==> config.mk <==
export PLATFORM = sky130hd
export DESIGN_NAME = fp_div_arbiter_flat
export DESIGN_NICKNAME = d
export VERILOG_FILES = /design/src/rtl/fp_div_arbiter_if.sv /design/src/rtl/fp_div_arbiter.sv /design/src/flat_wrapper.sv
export SDC_FILE = /design/constraint.sdc
export NUM_CORES = 1
export LEC_CHECK = 0
export CAP_MARGIN = 15
export CORE_MARGIN = 2
export CORE_UTILIZATION = 45
export CTS_CLUSTER_SIZE = 8
export DETAILED_ROUTE_END_ITERATION = 6
export DONT_BUFFER_PORTS = 1
export SLEW_MARGIN = 20
export SYNTH_ARGS = -nofsm -noshare
export SYNTH_HDL_FRONTEND = slang
export SYNTH_SLANG_ARGS = --single-unit
==> constraint.sdc <==
create_clock -name clk -period 10.25 [get_ports clk]
set_input_delay 3.075 -clock clk [delete_from_list [all_inputs] [get_ports clk]]
set_output_delay 3.075 -clock clk [all_outputs]
set_load 0.005 [all_outputs]
==> src/rtl/fp_div_arbiter_if.sv <==
// Handshake bundle for fp_div_arbiter: two requester channels and one
// response channel. The master side is the ALU issue logic / response
// consumer; the slave side is the arbiter.
interface fp_div_arbiter_if;
    logic        req0_valid;
    logic        req0_ready;
    logic [31:0] req0_a;
    logic [31:0] req0_b;

    logic        req1_valid;
    logic        req1_ready;
    logic [31:0] req1_a;
    logic [31:0] req1_b;

    logic        rsp_valid;
    logic        rsp_ready;
    logic        rsp_id;
    logic [31:0] rsp_result;
    logic        rsp_exception;

    modport master (
        output req0_valid, req0_a, req0_b,
        output req1_valid, req1_a, req1_b,
        output rsp_ready,
        input  req0_ready, req1_ready,
        input  rsp_valid, rsp_id, rsp_result, rsp_exception
    );

    modport slave (
        input  req0_valid, req0_a, req0_b,
        input  req1_valid, req1_a, req1_b,
        input  rsp_ready,
        output req0_ready, req1_ready,
        output rsp_valid, rsp_id, rsp_result, rsp_exception
    );
endinterface

==> src/rtl/fp_div_arbiter.sv <==
// fp_div_arbiter: shares one combinational single-precision divider between
// two requesters. Requests are granted round-robin in IDLE, the operands are
// held on div_a_o/div_b_o for SETTLE_CYCLES cycles (WAIT), then the divider
// outputs are registered into the response channel (DONE) until consumed.
// SETTLE_CYCLES must be 1..15 and 2**CNT_W must exceed SETTLE_CYCLES.
// Optional feature macro: FP_DIV_ZERO_BYPASS_EN -- a divisor of +/-0 skips
// WAIT and answers with a signed infinity and the exception flag set.
module fp_div_arbiter #(
    parameter int unsigned SETTLE_CYCLES = 4,
    parameter int unsigned CNT_W         = 4
) (
    input  logic               clk,
    input  logic               rst,
    fp_div_arbiter_if.slave    bus,
    output logic [31:0]        div_a_o,
    output logic [31:0]        div_b_o,
    input  logic [31:0]        div_result_i,
    input  logic               div_exception_i,
    output logic               busy_o
);

    typedef enum logic [1:0] {
        IDLE,
        WAIT,
        DONE
    } state_e;

    state_e             state_q, state_d;
    logic [CNT_W-1:0]   cnt_q, cnt_d;
    logic [31:0]        div_a_q, div_a_d;
    logic [31:0]        div_b_q, div_b_d;
    logic               id_q, id_d;
    logic               last_grant_q, last_grant_d;
    logic               rsp_valid_q, rsp_valid_d;
    logic               rsp_id_q, rsp_id_d;
    logic [31:0]        rsp_result_q, rsp_result_d;
    logic               rsp_exception_q, rsp_exception_d;

    logic               grant_valid;
    logic               grant_id;
    logic               handshake;
    logic [31:0]        grant_a;
    logic [31:0]        grant_b;

    // Round-robin grant: on contention the requester not served last wins.
    always_comb begin
        grant_valid = 1'b0;
        grant_id    = 1'b0;
        if (bus.req0_valid && bus.req1_valid) begin
            grant_valid = 1'b1;
            grant_id    = ~last_grant_q;
        end else if (bus.req0_valid) begin
            grant_valid = 1'b1;
            grant_id    = 1'b0;
        end else if (bus.req1_valid) begin
            grant_valid = 1'b1;
            grant_id    = 1'b1;
        end
    end

    assign handshake      = (state_q == IDLE) && grant_valid;
    assign bus.req0_ready = handshake && !grant_id;
    assign bus.req1_ready = handshake && grant_id;
    assign grant_a        = grant_id ? bus.req1_a : bus.req0_a;
    assign grant_b        = grant_id ? bus.req1_b : bus.req0_b;

    // Next-state and datapath updates for the IDLE -> WAIT -> DONE sequence.
    always_comb begin
        // NOTE: every _d starts as its _q so no path through the case leaves a
        // signal unassigned; otherwise synthesis would infer latches.
        state_d         = state_q;
        cnt_d           = cnt_q;
        div_a_d         = div_a_q;
        div_b_d         = div_b_q;
        id_d            = id_q;
        last_grant_d    = last_grant_q;
        rsp_valid_d     = rsp_valid_q;
        rsp_id_d        = rsp_id_q;
        rsp_result_d    = rsp_result_q;
        rsp_exception_d = rsp_exception_q;

        case (state_q)
            IDLE: begin
                if (handshake) begin
                    div_a_d      = grant_a;
                    div_b_d      = grant_b;
                    id_d         = grant_id;
                    last_grant_d = grant_id;
                    cnt_d        = CNT_W'(SETTLE_CYCLES - 1);
                    state_d      = WAIT;
`ifdef FP_DIV_ZERO_BYPASS_EN
                    // Division by +/-0 needs no settle time: answer directly.
                    if (grant_b[30:0] == 31'd0) begin
                        rsp_result_d    = {grant_a[31] ^ grant_b[31], 8'hFF, 23'd0};
                        rsp_exception_d = 1'b1;
                        rsp_id_d        = grant_id;
                        rsp_valid_d     = 1'b1;
                        state_d         = DONE;
                    end
`endif
                end
            end
            WAIT: begin
                if (cnt_q == '0) begin
                    rsp_result_d    = div_result_i;
                    rsp_exception_d = div_exception_i;
                    rsp_id_d        = id_q;
                    rsp_valid_d     = 1'b1;
                    state_d         = DONE;
                end else begin
                    cnt_d = cnt_q - CNT_W'(1);
                end
            end
            DONE: begin
                if (rsp_valid_q && bus.rsp_ready) begin
                    rsp_valid_d = 1'b0;
                    state_d     = IDLE;
                end
            end
            default: state_d = IDLE;
        endcase
    end

    // State and datapath registers; reset aborts any in-flight operation.
    always_ff @(posedge clk or posedge rst) begin
        if (rst) begin
            state_q         <= IDLE;
            cnt_q           <= '0;
            div_a_q         <= '0;
            div_b_q         <= '0;
            id_q            <= 1'b0;
            last_grant_q    <= 1'b1;
            rsp_valid_q     <= 1'b0;
            rsp_id_q        <= 1'b0;
            rsp_result_q    <= '0;
            rsp_exception_q <= 1'b0;
        end else begin
            // NOTE: non-blocking assignments so every register samples the
            // pre-edge values, independent of statement order.
            state_q         <= state_d;
            cnt_q           <= cnt_d;
            div_a_q         <= div_a_d;
            div_b_q         <= div_b_d;
            id_q            <= id_d;
            last_grant_q    <= last_grant_d;
            rsp_valid_q     <= rsp_valid_d;
            rsp_id_q        <= rsp_id_d;
            rsp_result_q    <= rsp_result_d;
            rsp_exception_q <= rsp_exception_d;
        end
    end

    assign div_a_o           = div_a_q;
    assign div_b_o           = div_b_q;
    assign bus.rsp_valid     = rsp_valid_q;
    assign bus.rsp_id        = rsp_id_q;
    assign bus.rsp_result    = rsp_result_q;
    assign bus.rsp_exception = rsp_exception_q;
    assign busy_o            = (state_q != IDLE);

endmodule

==> src/flat_wrapper.sv <==
// flat-port wrapper written by rule: the top's interface ports become plain ports
module fp_div_arbiter_flat 
#(
    parameter int unsigned SETTLE_CYCLES = 4,
    parameter int unsigned CNT_W         = 4
)
  (clk, rst, div_a_o, div_b_o, div_result_i, div_exception_i, busy_o, bus_req0_valid, bus_req0_a, bus_req0_b, bus_req1_valid, bus_req1_a, bus_req1_b, bus_rsp_ready, bus_req0_ready, bus_req1_ready, bus_rsp_valid, bus_rsp_id, bus_rsp_result, bus_rsp_exception);
  fp_div_arbiter_if bus_i ();
  input  logic clk;
  input  logic rst;
  output logic [31:0] div_a_o;
  output logic [31:0] div_b_o;
  input  logic [31:0] div_result_i;
  input  logic div_exception_i;
  output logic busy_o;
  input wire logic [$bits(bus_i.req0_valid)-1:0] bus_req0_valid;
  input wire logic [$bits(bus_i.req0_a)-1:0] bus_req0_a;
  input wire logic [$bits(bus_i.req0_b)-1:0] bus_req0_b;
  input wire logic [$bits(bus_i.req1_valid)-1:0] bus_req1_valid;
  input wire logic [$bits(bus_i.req1_a)-1:0] bus_req1_a;
  input wire logic [$bits(bus_i.req1_b)-1:0] bus_req1_b;
  input wire logic [$bits(bus_i.rsp_ready)-1:0] bus_rsp_ready;
  output wire logic [$bits(bus_i.req0_ready)-1:0] bus_req0_ready;
  output wire logic [$bits(bus_i.req1_ready)-1:0] bus_req1_ready;
  output wire logic [$bits(bus_i.rsp_valid)-1:0] bus_rsp_valid;
  output wire logic [$bits(bus_i.rsp_id)-1:0] bus_rsp_id;
  output wire logic [$bits(bus_i.rsp_result)-1:0] bus_rsp_result;
  output wire logic [$bits(bus_i.rsp_exception)-1:0] bus_rsp_exception;
  assign bus_i.req0_valid = bus_req0_valid;
  assign bus_i.req0_a = bus_req0_a;
  assign bus_i.req0_b = bus_req0_b;
  assign bus_i.req1_valid = bus_req1_valid;
  assign bus_i.req1_a = bus_req1_a;
  assign bus_i.req1_b = bus_req1_b;
  assign bus_i.rsp_ready = bus_rsp_ready;
  assign bus_req0_ready = bus_i.req0_ready;
  assign bus_req1_ready = bus_i.req1_ready;
  assign bus_rsp_valid = bus_i.rsp_valid;
  assign bus_rsp_id = bus_i.rsp_id;
  assign bus_rsp_result = bus_i.rsp_result;
  assign bus_rsp_exception = bus_i.rsp_exception;
  fp_div_arbiter #(.SETTLE_CYCLES(SETTLE_CYCLES), .CNT_W(CNT_W)) u_core (.clk(clk), .rst(rst), .bus(bus_i), .div_a_o(div_a_o), .div_b_o(div_b_o), .div_result_i(div_result_i), .div_exception_i(div_exception_i), .busy_o(busy_o));
endmodule
# Yosys cells after proc, flatten, opt, wreduce, memory -nomap -nowiden
# Cells that the tools add are included.
word_totals:
  ff_bits: 107
  input_bits: 166
  output_inout_bits: 102
  word_cells: 51
classes:
  n_addsub: 1
  n_eq_ne: 6
  n_mux: 17
  n_bitwise: 1
  reduce_logical: 16
ops:
  columns: ["cell", "count"]
  rows:
  - ["32-bit 2-to-1 mux", 2]
  - ["3-bit AND reduction", 3]
  - ["4-bit 2-to-1 mux", 2]
  - ["4-bit case mux with 2 select lines", 1]
  - ["1-bit 2-to-1 mux", 7]
  - ["2-bit 2-to-1 mux", 3]
  - ["2-bit by 1-bit inequality test with 1-bit output, second input constant", 3]
  - ["2-bit case mux with 3 select lines", 1]
  - ["2-bit nonzero test", 3]
  - ["1-bit logical AND", 5]
  - ["4-bit zero test", 1]
  - ["2-bit AND reduction", 2]
  - ["4-bit by 1-bit subtractor with 4-bit output, second input constant", 1]
  - ["2-bit by 1-bit equality test with 1-bit output, second input constant", 1]
  - ["2-bit equality test, second input constant", 1]
  - ["2-bit zero test", 1]
  - ["2-bit inequality test, second input constant", 1]
  - ["1-bit case mux with 2 select lines", 1]
  - ["1-bit zero test", 1]
  - ["1-bit inverter", 1]

# Longest topological paths before layout
logic_depth:
  word_depth: 6
  depth_mapped: 7
  ltp_nobuf: 5

# Worst setup path before layout
# OpenSTA, ideal clock, no wires.
synth_timing:
  kind: "input to output"
  from: "input bus_req1_valid"
  to: "output bus_req1_ready"
  t_arrival_ns: 3.608
  path_slack_ns: 3.567
  path_stages: 3
  n_path_buf: 1
  cell_sequence: "nand2_1 > a21oi_1 > clkbuf_1"
synth_between:
  elab_chain_len: 5
  word_cells_on_any_way: 8
  classes_between: "mux: 5; reduce/logical: 3"
synth_rtl:
  columns: ["element", "line_no", "source"]
  rows:
  - ["start, declared", "flat_wrapper.sv:19", "input wire logic [$bits(bus_i.req1_valid)-1:0] bus_req1_valid;"]
  - ["1-bit 2-to-1 mux", "fp_div_arbiter.sv:55", "end else if (bus.req1_valid) begin"]
  - ["1-bit 2-to-1 mux", "fp_div_arbiter.sv:52", "end else if (bus.req0_valid) begin"]
  - ["1-bit 2-to-1 mux", "fp_div_arbiter.sv:49", "if (bus.req0_valid && bus.req1_valid) begin"]
  - ["1-bit logical AND", "fp_div_arbiter.sv:61", "assign handshake = (state_q == IDLE) && grant_valid;"]
  - ["1-bit logical AND (*)", "fp_div_arbiter.sv:63", "assign bus.req1_ready = handshake && grant_id;"]
  - ["end, declared", "flat_wrapper.sv:24", "output wire logic [$bits(bus_i.req1_ready)-1:0] bus_req1_ready;"]
# Every way passes the cells marked *; elsewhere a longest branch is shown, timed or not.

# Worst setup path after layout
layout_timing:
  from: "input bus_req0_valid"
  to: "output bus_req0_ready"
layout_between:
  elab_chain_len: 4
  word_cells_on_any_way: 8
  classes_between: "mux: 4; reduce/logical: 4"
layout_rtl:
  columns: ["element", "line_no", "source"]
  rows:
  - ["start, declared", "flat_wrapper.sv:16", "input wire logic [$bits(bus_i.req0_valid)-1:0] bus_req0_valid;"]
  - ["1-bit 2-to-1 mux or 1-bit logical AND (tied branches)", "fp_div_arbiter.sv:52, fp_div_arbiter.sv:49", null]
  - ["1-bit 2-to-1 mux", "fp_div_arbiter.sv:49", null]
  - ["1-bit logical AND or 1-bit zero test (tied branches)", "fp_div_arbiter.sv:61, fp_div_arbiter.sv:62", null]
  - ["1-bit logical AND (*)", "fp_div_arbiter.sv:62", "assign bus.req0_ready = handshake && !grant_id;"]
  - ["end, declared", "flat_wrapper.sv:23", "output wire logic [$bits(bus_i.req0_ready)-1:0] bus_req0_ready;"]
# Marked as above.

==> qor.csv <==
metric;value;unit
worst_slew_pin_slew;0.922;ns
yosysWarnings;0;
critPathSlowestCell;a21oi_4;
grt_pass1_wl;17.2;mm
drive_above_1_share;11.5;%
drt_wl_total;11.1;mm
design_area;4930;um^2
fin_crit_sh;62.1;%
grt_overflow;0;
max_cap_violations;0;
synth_nets;515;
cp.required;7.18;ns
ys.flop_type;dfrtp_1;
hp-class;flop to flop;
critPathKind;input port to primary output;
fp.dieW;105;um
worst-path-buf-inv;0;
cts_tree;built;
cts_buffers;9;
diodes;0;
leakagePower;2.16;nW
fmax;0.157;GHz
clk_pin_slew_worst_paths;0.10;ns
portBuffers;0;
wl_per_cell;23.5;um
path_cells;nand2_1 > a21oi_4;
fill_cells;866;
hpwl;8.10;mm
maxSlewHeadroom;38.5;%
drc_errors;0;
holdBufCountCts;0;
cp_top_family;compound AO/OA/AOI/OAI gates;
initialDrtViolationCount;140;
crit_arrival;3.29;ns
status;complete, no violations;
finalSetupTns;0;ns
pwr_density_cell;323;nW/um^2
slowest_delay;0.15;ns
row_count;36;
grt_pass1_vias;3012;
clock_path_buffers;2;
grt_start_max_net_pins;76;
fin_crit;6.36;ns
gp_congestion;0.782;
syn_avg_cell_area;13.3;um^2
yosysTopAreaCellShare;58.0;%
die_area;11000;um^2
grtUsageTotal;20.2;%
die_h;105;um
syn_to_final_growth;7.97;%
cts_resized;0;
htree_levels;3;
final_common_cell;dfrtp_1;
synth_area;4570;um^2
fin_skew;0.0164;ns
ys_ff_latch;107;
placed_cell_area;4700;um^2
maxSlewViolCount;0;
yosysSeqAreaShare;58.6;%
clock_latency;0.36;ns
yosysUniqueCellTypes;33;
synthTopCellsByArea;dfrtp_1 58%, a221o_1 14%, mux2_1 6.9%, and2_0 6.3%, and2_1 2.5%;
ir_worst_vdd;143;uV
crit_path_start_kind;input port;
syn_inst;343;
num_vias;2871;
yosys.area.top_type;dfrtp_1;
antenna_found_initial;0;
core_area;9820;um^2
fin_nets;505;
path_max_fanout;4;
synth_edf_count;0;
vias_per_cell;6.10;
clock_sinks;107;
worstSetupEndpointType;primary output;
rsz0062_at_grt;no;
initial_core_util;46.5;%
finalSetupViolCount;0;
cts_setup_buffers;0;
ioPinCount;268;
dr.pass1.iters;4;
async_flop_share;100;%
final_cell_mix;106 x dfrtp_1, 64 x a221o_1, 46 x and2_0;
drtAntennaViolNets;0;
cts_root_buf;clkbuf_8;
hold_viol_final;0;
[power breakdown]
part           switching [W]  internal (W)
logic               0.000232      0.000265
registers           0.000178      0.000633
clock network       0.000146      0.000142
[final cells by class]
class                      count  area [um^2]  area share (%)
clock inverter                 7          106            2.16
clock buffer                   9          124            2.51
multi-input combinational    201         1790            36.2
tap                          133          166            3.37
timing repair buffer           5         37.5           0.761
sequential                   107         2680            54.3
inverter                       9         36.3           0.735
[path summary, 6_finish.rpt]
check | to | depth (start not counted) | startpoint | slack (ns)
worst max-delay path | bus_req0_ready | 2 | bus_req0_valid | 3.89
worst min-delay path | u_core.id_q | 1 | u_core.id_q | 0.49
worst max register to register | u_core.bus.rsp_result[17] | 5 | u_core.state_q[1] | 8.09
worst min register to register | u_core.id_q | 1 | u_core.id_q | 0.49
max in group asynchronous | u_core.div_b_o[26] | 2 | rst | 6.43
min in group asynchronous | u_core.div_a_o[18] | 1 | rst | 2.55
[layer usage]
layer | up-vias | track usage (%) | routed length (um)
li1 | 1255 | - | -
met1 | 1424 | 23.2 | 4150
met2 | 180 | 34.4 | 5640
met3 | 12 | 8.61 | 1130
met4 | 0 | 5.81 | 160
met5 | - | 0 | 0
[cell families (layout without fill, tap and decap cells)]
group / after synthesis / after routing / share of synthesized area (%)
fa+ha+maj: 6 / 6 / 1.64
compound gates: 78 / 78 / 16.3
simple gates: 81 / 81 / 11.2
flops: 107 / 107 / 58.6
buf+inv: 35 / 30 / 3.39
mux: 36 / 36 / 8.87
[stage by stage]
step	setup WS (ns)	util, %	power (W)	hold slack (ns)	instances
after detailed placement	3.89	47.9	0.00132	0.465	455
final	3.89	50.3	0.00160	0.489	471
after global routing	3.86	50.3	0.00171	0.529	471
after CTS	3.88	50.3	0.00162	0.491	471
after floorplan	3.57	-	0.00117	0.446	343
after global placement	3.89	47.9	0.00131	0.458	455
[synthesized netlist by cell type (4+ instances only)]
| master | n |
|---|---|
| and2_0 | 46 |
| buf_2 | 10 |
| dfrtp_1 | 106 |
| nand3b_1 | 4 |
| a221o_1 | 64 |
| mux2_1 | 28 |
| mux2_2 | 8 |
| clkbuf_1 | 11 |
| nand2_1 | 5 |
| inv_1 | 9 |
| ha_1 | 6 |
| and2_1 | 18 |
[sequential cells by signal, summed over array words and instances, names as in the netlist]
signal / cells
u_core.id_q: 1
u_core.cnt_q: 4
u_core.bus.rsp_id: 1
u_core.div_a_o: 32
u_core.bus.rsp_result: 32
u_core.state_q: 2
u_core.last_grant_q: 1
u_core.div_b_o: 32
u_core.bus.rsp_valid: 1
u_core.bus.rsp_exception: 1
Power figures use the tool's default switching activity.
